[src/rtl/bin2bcd_seq_if.sv]
// Start/busy/done handshake and result bus of the sequential binary-to-BCD converter.
interface bin2bcd_seq_if #(
  parameter int IN_WIDTH = 32,
  parameter int DIGITS   = 10
);
  logic                  start;
  logic [IN_WIDTH-1:0]   binary;
  logic                  busy;
  logic                  done;
  logic [4*DIGITS-1:0]   bcd;
  logic                  negative;
  logic                  overflow;

  modport master (
    output start, binary,
    input  busy, done, bcd, negative, overflow
  );

  modport slave (
    input  start, binary,
    output busy, done, bcd, negative, overflow
  );
endinterface

[src/rtl/bin2bcd_seq.sv]
// Sequential double-dabble binary-to-BCD converter: one input bit per clock,
// optional two's-complement input, sticky overflow when DIGITS is too small.
module bin2bcd_seq #(
  parameter int IN_WIDTH = 32,
  parameter int DIGITS   = 10,
  parameter int SIGNED   = 0
) (
  input logic          clock,
  input logic          reset,
  bin2bcd_seq_if.slave bus
);

  localparam int BW = 4 * DIGITS;
  localparam int CW = $clog2(IN_WIDTH + 1);

  typedef enum logic {IDLE, SHIFT} state_t;

  state_t              r_state;
  state_t              w_state_nxt;
  logic [IN_WIDTH-1:0] r_sr;
  logic [IN_WIDTH-1:0] w_mag;
  logic [IN_WIDTH-1:0] w_sr_shl;
  logic [BW-1:0]       r_acc;
  logic [BW-1:0]       w_adj;
  logic [BW-1:0]       w_acc_shl;
  logic [CW-1:0]       r_cnt;
  logic                r_neg;
  logic                r_ovf;
  logic                w_in_neg;
  logic                w_shout;
  logic                w_last;
  logic                r_done;
  logic [BW-1:0]       r_bcd;
  logic                r_bcd_neg;
  logic                r_bcd_ovf;

  // Negating -2^(IN_WIDTH-1) wraps back to the same bit pattern, which read
  // as unsigned is exactly the required magnitude.
  always_comb begin
    w_in_neg = (SIGNED != 0) && bus.binary[IN_WIDTH-1];
    w_mag    = w_in_neg ? (~bus.binary + IN_WIDTH'(1)) : bus.binary;
  end

  always_comb begin
    w_adj = r_acc;
    for (int unsigned k = 0; k < DIGITS; k++) begin
      if (r_acc[4*k +: 4] >= 4'd5) begin
        w_adj[4*k +: 4] = r_acc[4*k +: 4] + 4'd3;
      end
    end
  end

  always_comb begin
    w_acc_shl = {w_adj[BW-2:0], r_sr[IN_WIDTH-1]};
    w_sr_shl  = {r_sr[IN_WIDTH-2:0], 1'b0};
    w_shout   = w_adj[BW-1];
    w_last    = (r_state == SHIFT) && (r_cnt == CW'(1));
  end

  always_comb begin
    w_state_nxt = r_state;
    case (r_state)
      IDLE:    if (bus.start) w_state_nxt = SHIFT;
      SHIFT:   if (w_last)    w_state_nxt = IDLE;
      default: w_state_nxt = IDLE;
    endcase
  end

  always_ff @(posedge clock) begin
    if (reset) begin
      r_state <= IDLE;
    end else begin
      r_state <= w_state_nxt;
    end
  end

  always_ff @(posedge clock) begin
    if (reset) begin
      r_sr      <= '0;
      r_acc     <= '0;
      r_cnt     <= '0;
      r_neg     <= 1'b0;
      r_ovf     <= 1'b0;
      r_done    <= 1'b0;
      r_bcd     <= '0;
      r_bcd_neg <= 1'b0;
      r_bcd_ovf <= 1'b0;
    end else begin
      r_done <= 1'b0;
      case (r_state)
        IDLE: begin
          if (bus.start) begin
            r_sr  <= w_mag;
            r_neg <= w_in_neg;
            r_acc <= '0;
            r_ovf <= 1'b0;
            r_cnt <= CW'(IN_WIDTH);
          end
        end
        SHIFT: begin
          r_sr  <= w_sr_shl;
          r_acc <= w_acc_shl;
          r_ovf <= r_ovf | w_shout;
          r_cnt <= r_cnt - CW'(1);
          // The final shift result goes straight to the outputs on the same edge.
          if (w_last) begin
            r_bcd     <= w_acc_shl;
            r_bcd_neg <= r_neg;
            r_bcd_ovf <= r_ovf | w_shout;
            r_done    <= 1'b1;
          end
        end
        default: ;
      endcase
    end
  end

  assign bus.busy     = (r_state == SHIFT);
  assign bus.done     = r_done;
  assign bus.bcd      = r_bcd;
  assign bus.negative = r_bcd_neg;
  assign bus.overflow = r_bcd_ovf;

endmodule
[src/flat_wrapper.sv]
// flat-port wrapper written by rule: the top's interface ports become plain ports
module bin2bcd_seq_flat 
#(
  parameter int IN_WIDTH = 32,
  parameter int DIGITS   = 10,
  parameter int SIGNED   = 0
)
  (clock, reset, bus_start, bus_binary, bus_busy, bus_done, bus_bcd, bus_negative, bus_overflow);
  bin2bcd_seq_if #(.IN_WIDTH(IN_WIDTH), .DIGITS(DIGITS)) bus_i ();
  input logic clock;
  input logic reset;
  input wire logic [$bits(bus_i.start)-1:0] bus_start;
  input wire logic [$bits(bus_i.binary)-1:0] bus_binary;
  output wire logic [$bits(bus_i.busy)-1:0] bus_busy;
  output wire logic [$bits(bus_i.done)-1:0] bus_done;
  output wire logic [$bits(bus_i.bcd)-1:0] bus_bcd;
  output wire logic [$bits(bus_i.negative)-1:0] bus_negative;
  output wire logic [$bits(bus_i.overflow)-1:0] bus_overflow;
  assign bus_i.start = bus_start;
  assign bus_i.binary = bus_binary;
  assign bus_busy = bus_i.busy;
  assign bus_done = bus_i.done;
  assign bus_bcd = bus_i.bcd;
  assign bus_negative = bus_i.negative;
  assign bus_overflow = bus_i.overflow;
  bin2bcd_seq #(.IN_WIDTH(IN_WIDTH), .DIGITS(DIGITS), .SIGNED(SIGNED)) u_core (.clock(clock), .reset(reset), .bus(bus_i));
endmodule
[config.mk]
export PLATFORM = sky130hd
export DESIGN_NAME = bin2bcd_seq_flat
export DESIGN_NICKNAME = d
export VERILOG_FILES = /design/src/rtl/bin2bcd_seq_if.sv /design/src/rtl/bin2bcd_seq.sv /design/src/flat_wrapper.sv
export SDC_FILE = /design/constraint.sdc
export NUM_CORES = 1
export LEC_CHECK = 0
export CORE_AREA = 2 2 114 116
export DETAILED_ROUTE_END_ITERATION = 12
export DIE_AREA = 0 0 116 118
export GPL_TIMING_DRIVEN = 0
export PLACE_DENSITY = 0.68
export SLEW_MARGIN = 20
export SYNTH_ARGS = -nofsm -noshare
export SYNTH_HDL_FRONTEND = slang
export SYNTH_SLANG_ARGS = --single-unit
export TNS_END_PERCENT = 1
[constraint.sdc]
create_clock -name clock -period 1.66 [get_ports clock]
set_input_delay 0.249 -clock clock [delete_from_list [all_inputs] [get_ports clock]]
set_output_delay 0.249 -clock clock [all_outputs]
set_load 0.1 [all_outputs]
* Yosys cells after proc, flatten, opt, wreduce, memory -nomap -nowiden
Cells that the tools add are included.
Storage, ports and cells: bits in registers 122, logic and storage cells 58
Cells by class: add/sub/neg operators 11, order comparisons 10, eq/ne operators 2, multiplexer cells 22, bitwise operators 2, reductions and logical operators 3
Operators by type and width (number):
- 40-bit case mux with 2 select lines | 1
- 32-bit case mux with 2 select lines | 1
- 4-bit by 2-bit adder with 4-bit output, second input constant | 10
- 4-bit by 3-bit greater-or-equal comparator with 1-bit output, second input constant | 10
- 4-bit 2-to-1 mux | 10
- 40-bit 2-to-1 mux | 1
- 32-bit 2-to-1 mux | 1
- 6-bit case mux with 2 select lines | 1
- 6-bit by 1-bit == test with 1-bit output, second input constant | 1
- 6-bit 2-to-1 mux | 1
- 6-bit by 1-bit subtractor with 6-bit output, second input constant | 1
- 1-bit 2-to-1 mux | 4
- 1-bit case mux with 2 select lines | 2
- 2-bit != test, second input constant | 1
- 2-bit AND reduction | 1
- 2-bit OR reduction | 1
- 1-bit logical AND | 1
- 1-bit NOT | 1
- 1-bit bitwise OR | 1

* Depth between registers and ports, before layout
word-level depth 4, mapped depth 7, depth with buffers taken out 6

* Least setup slack after synthesis
No wires, ideal clock.
path kind register to register, start point register u_core.r_state, in the netlist u_core.bus.busy, end point register u_core.r_bcd[11], in the netlist u_core.bus.bcd[11], library setup time 0.091 ns, data arrival time 2.110 ns, path slack -0.541 ns, cell stages (with the launch flop) 7, path buffers 2, clock period less this slack 2.201 ns, path through dfxtp_1 clkbuf_1 nand2_1 nor3_4 buf_4 nor2_1 a311oi_1
Between the ends: word-level cells in the longest chain between the ends 2
Ends and longest elaborated chain:
- from (decl) | RTL line bin2bcd_seq.sv:18 | state_t r_state;
- from (signal assigned) | RTL line bin2bcd_seq.sv:73 | r_state <= w_state_nxt;
- 1-bit logical AND | RTL line bin2bcd_seq.sv:57 | w_last = (r_state == SHIFT) && (r_cnt == CW'(1));
- 2-bit AND reduction (no source line) (*)
- to (signal assigned) | RTL line bin2bcd_seq.sv:107 | r_bcd <= w_acc_shl;
- to (decl) | RTL line bin2bcd_seq.sv:33 | logic [BW-1:0] r_bcd;
Every way passes the cells marked *; elsewhere a longest branch is shown, timed or not. A chain may end at the register's enable or synchronous reset.

* Worst setup path after layout
start point register u_core.r_cnt[3], end point register u_core.r_bcd[24], in the netlist u_core.bus.bcd[24]
Between the ends: word-level cells in the longest chain between the ends 3
Ends and longest elaborated chain:
- from (decl) | RTL line bin2bcd_seq.sv:26 | logic [CW-1:0] r_cnt;
- from (signal assigned) | RTL line bin2bcd_seq.sv:97 | r_cnt <= CW'(IN_WIDTH);
- from (signal assigned) | RTL line bin2bcd_seq.sv:104 | r_cnt <= r_cnt - CW'(1);
- 6-bit by 1-bit == test with 1-bit output | RTL line bin2bcd_seq.sv:57
- 1-bit logical AND | RTL line bin2bcd_seq.sv:57
- 2-bit AND reduction (no source line)
Every way passes these cells.

==> results.sh <==
export IMPL_synth_yosys_warnings=0
export IMPL_numCtsBuffers=17
export IMPL_min_from="bus_start"
export IMPL_synth_cell_types=30
export IMPL_reg2reg_from="u_core.r_cnt[3]"
export IMPL_die_area_sq_um=13700
export IMPL_finalCoreUtilization_pct=58.6
export IMPL_synthDominantAreaCellType="sky130_fd_sc_hd__dfxtp_1"
export IMPL_crit_type="reg2reg"
export IMPL_number_of_top_level_pins=79
export IMPL_final_layout_size_suffix_gt1_share_pct=18.6
export IMPL_part_of_the_cycle_the_worst_path_needs_pct=102
export IMPL_syn2layout_area_growth_pct=32.6
export IMPL_grt_max_degree=17
export IMPL_yosys_area_top_type_share_pct=44.5
export IMPL_vias_in_the_first_global_route=4899
export IMPL_setup_violations_final=8
export IMPL_placer_congestion=0.816
export IMPL_grt_ovfl_total=0
export IMPL_wl_um=14300
export IMPL_path_max_fanout=10
export IMPL_p_int_w=0.00569
export IMPL_timing_max_transition_violations_final=0
export IMPL_clkLatencyLatePin_ns=0.41
export IMPL_mappedNetlistArea_sq_um=5480
export IMPL_average_routed_wire_per_standard_cell_um=15.3
export IMPL_rsz0062_at_grt="true"
export IMPL_synth_most_common_cell="sky130_fd_sc_hd__dfxtp_1"
export IMPL_timing_critical_path_from="u_core.r_cnt[3]"
export IMPL_asyncSetResetFlopFracSynth_pct=0
export IMPL_port_buffer_count=76
export IMPL_nets=803
export IMPL_max_stage_delay_ns=0.41
export IMPL_die_h_um=118
export IMPL_root_buffer="sky130_fd_sc_hd__clkbuf_16"
export IMPL_minimum_setup_slack_after_placement_ns=-0.947
export IMPL_hold_fix_buffers_at_cts=0
export IMPL_synth_area_top_cells="sky130_fd_sc_hd__dfxtp_1, sky130_fd_sc_hd__nor2_1, sky130_fd_sc_hd__mux2i_1, sky130_fd_sc_hd__a21oi_1, sky130_fd_sc_hd__ha_1"
export IMPL_detailedRoute_firstIterationViolations=190
export IMPL_power_density_nw_per_um2=1030
export IMPL_antenna_diode_count=0
export IMPL_overall_die_width_um=116
export IMPL_synth_ff_type="sky130_fd_sc_hd__dfxtp_1"
export IMPL_cts_tree="done"
export IMPL_share_comb_of_total_power_pct=9.8
export IMPL_post_synth_cell_area_avg_sq_um=8.46
export IMPL_post_drt_via_cell_ratio=5.27
export IMPL_finalWorstSetupSlack_ns=-0.0323
export IMPL_wire_length_of_the_first_global_routing_pass_um=23500
export IMPL_clock_sink_count=122
export IMPL_floorplan_initialDensity_pct=44.2
export IMPL_max_cap_viol_count=0
export IMPL_cpMaxStageDelayCell="sky130_fd_sc_hd__or3_4"
export IMPL_cts_reportedPaths_clkPinSlew_ns=0.05
export IMPL_worst_setup_path_start_kind="register"
export IMPL_grt_antenna_before_repair=0
export IMPL_place_hpwl_um=9750
export IMPL_seq_area_frac_synth_pct=44.5
export IMPL_timing_critical_path_max_delay_family="simple AND/OR/NAND/NOR gates"
export IMPL_post_synth_inst_count=648
export IMPL_ir_worst_vdd_mv=0.659
export IMPL_synth_seq_cells=122
export IMPL_cts_max_path_buffers=2
export IMPL_hp_class="in2reg"
export IMPL_detail_route_first_pass_iterations=4
export IMPL_report_final_hold_viol_count=0
export IMPL_routed_via_count=4902
export IMPL_p_leak_nw=2.71
export IMPL_antenna_left=0
export IMPL_placed_cells=896
export IMPL_post_layout_total_power_w=0.00746
export IMPL_cts_htree_levels=4
export IMPL_synth_edf_count=0
export IMPL_p_sw_w=0.00177
export IMPL_seq_power_share_pct=41.1
export IMPL_violations_in_the_final_reports="negative setup slack"
export IMPL_netlist_top_cells_count="sky130_fd_sc_hd__dfxtp_1, sky130_fd_sc_hd__nor2_1, sky130_fd_sc_hd__a21oi_1"
export IMPL_cp_cell_sequence="or3_4, nor3_4, buf_4, nor2_1, a211oi_1"
export IMPL_critPathArrivalTime_ns=2.01
export IMPL_drc=0
export IMPL_final_setup_skew_ns=0.0117
export IMPL_crit_path_end_kind="register"
export IMPL_maxClockFrequency_ghz=0.591
export IMPL_floorplan_rows=41
export IMPL_postSynthNetCount=705
export IMPL_p_sw_share_pct=23.8
export IMPL_tightest_slew_ns=0.728
export IMPL_timing_critical_path_required_ns=1.98
export IMPL_timing_max_slew_rel_slack_pct=51.5
export IMPL_p_clk_share_pct=49.1
export IMPL_layoutNonFillerInstCount=931
export IMPL_core_region_area_sq_um=12400
export IMPL_grtUsageTotal_pct=21.6
export IMPL_run_status="complete, but fails checks"
export IMPL_final_period_minus_worst_setup_slack_ns=1.69
export IMPL_path_buf_inv=1
power groups by stage:
stage               Clock [W]  Sequential [W]  Combinational [W]
finish                0.00366         0.00307           0.000732
floorplan                   0         0.00323           0.000364
global route          0.00383         0.00308           0.000798
detailed placement          0         0.00313           0.000713
CTS                   0.00369         0.00307           0.000726
global placement            0         0.00312           0.000701
timing repair:
| item | CTS | global route |
|---|---|---|
| gates resized for setup | 159 | 37 |
| pin swaps | 1 | 13 |
| buffers inserted | 0 | 3 |
| endpoints found under the setup margin | 152 | 81 |
flip-flops by register name (all words and copies together), names as in the netlist:
register and cells:
u_core.bus.bcd 40, u_core.r_acc 40, u_core.r_sr 32, u_core.r_cnt 6
u_core.bus.busy 1, u_core.bus.done 1, u_core.bus.overflow 1, u_core.r_ovf 1
placed cells by master, fill, tap and decap left out, drive strengths merged, types with 2 or more instances in the layout:
master / Yosys / routed
xnor2: 10 / 10
clkdlybuf4s15: 0 / 42
nor3: 6 / 6
a32oi: 4 / 4
a311oi: 15 / 15
nand3: 6 / 6
bufinv: 0 / 2
a21o: 4 / 4
clkbuf: 25 / 48
nor3b: 16 / 16
ha: 22 / 22
clkinv: 0 / 4
nor2: 103 / 103
o21ai: 46 / 46
buf: 16 / 22
dfxtp: 122 / 122
o22ai: 21 / 21
mux2: 10 / 10
a211oi: 9 / 9
a21oi: 61 / 61
nand2b: 35 / 35
nand2: 52 / 52
inv: 25 / 25
clkdlybuf4s50: 0 / 33
mux2i: 34 / 34
worst reg2reg max path, stage by stage, from the launching register on:
cell                       delay (ns)
sky130_fd_sc_hd__dfxtp_2         0.33
sky130_fd_sc_hd__or3_4           0.41
sky130_fd_sc_hd__nor3_4          0.31
sky130_fd_sc_hd__buf_4           0.28
sky130_fd_sc_hd__nor2_1          0.07
sky130_fd_sc_hd__a211oi_1        0.20
layout make-up:
class | instances | area, sq um
clock inverter | 7 | 87.6
multi-input combinational | 460 | 2840
buffer | 41 | 246
clock buffer | 25 | 505
fill | 1160 | 5140
inverter | 25 | 93.8
tap | 172 | 215
sequential | 122 | 2450
timing repair buffer | 79 | 835
routing by layer:
| metal | wire, um | GRT usage, % |
|---|---|---|
| met1 | 6380 | 27.3 |
| met5 | 0 | 0 |
| met4 | 283 | 8.33 |
| met2 | 6970 | 35.5 |
| met3 | 626 | 5.05 |
cells by family after synthesis:
| group | share of synthesized area [%] |
|---|---|
| multiplexers | 8.26 |
| XOR/XNOR | 1.60 |
| other | 0.0684 |
| adder cells (fa/ha/maj) | 5.02 |
| flip-flops | 44.5 |
| AO/OA/AOI/OAI | 17.4 |
| buffers and inverters | 4.79 |
| AND/OR/NAND/NOR | 18.3 |
stage by stage:
step | instance area (sq um) | setup TNS, ns | hold slack, ns
after floorplan | 5490 | 0 | 0.438
after global placement | 6470 | -59.35 | 0.454
after detailed placement | 6470 | -60.51 | 0.462
after CTS | 7170 | -0.883 | 0.404
after global routing | 7270 | -2.75 | 0.461
final | 7270 | -0.0846 | 0.411
path summary, 6_finish.rpt:
path / depth (start not counted) / endpoint / slack (ns)
worst max register to register: 5 / u_core.bus.bcd[24] / -0.03
worst min-delay path: 5 / u_core.r_sr[2] / 0.41
worst max-delay path: 5 / u_core.bus.bcd[24] / -0.03
worst min register to register: 1 / u_core.r_cnt[3] / 0.47
(Power assumes the default switching activity.)
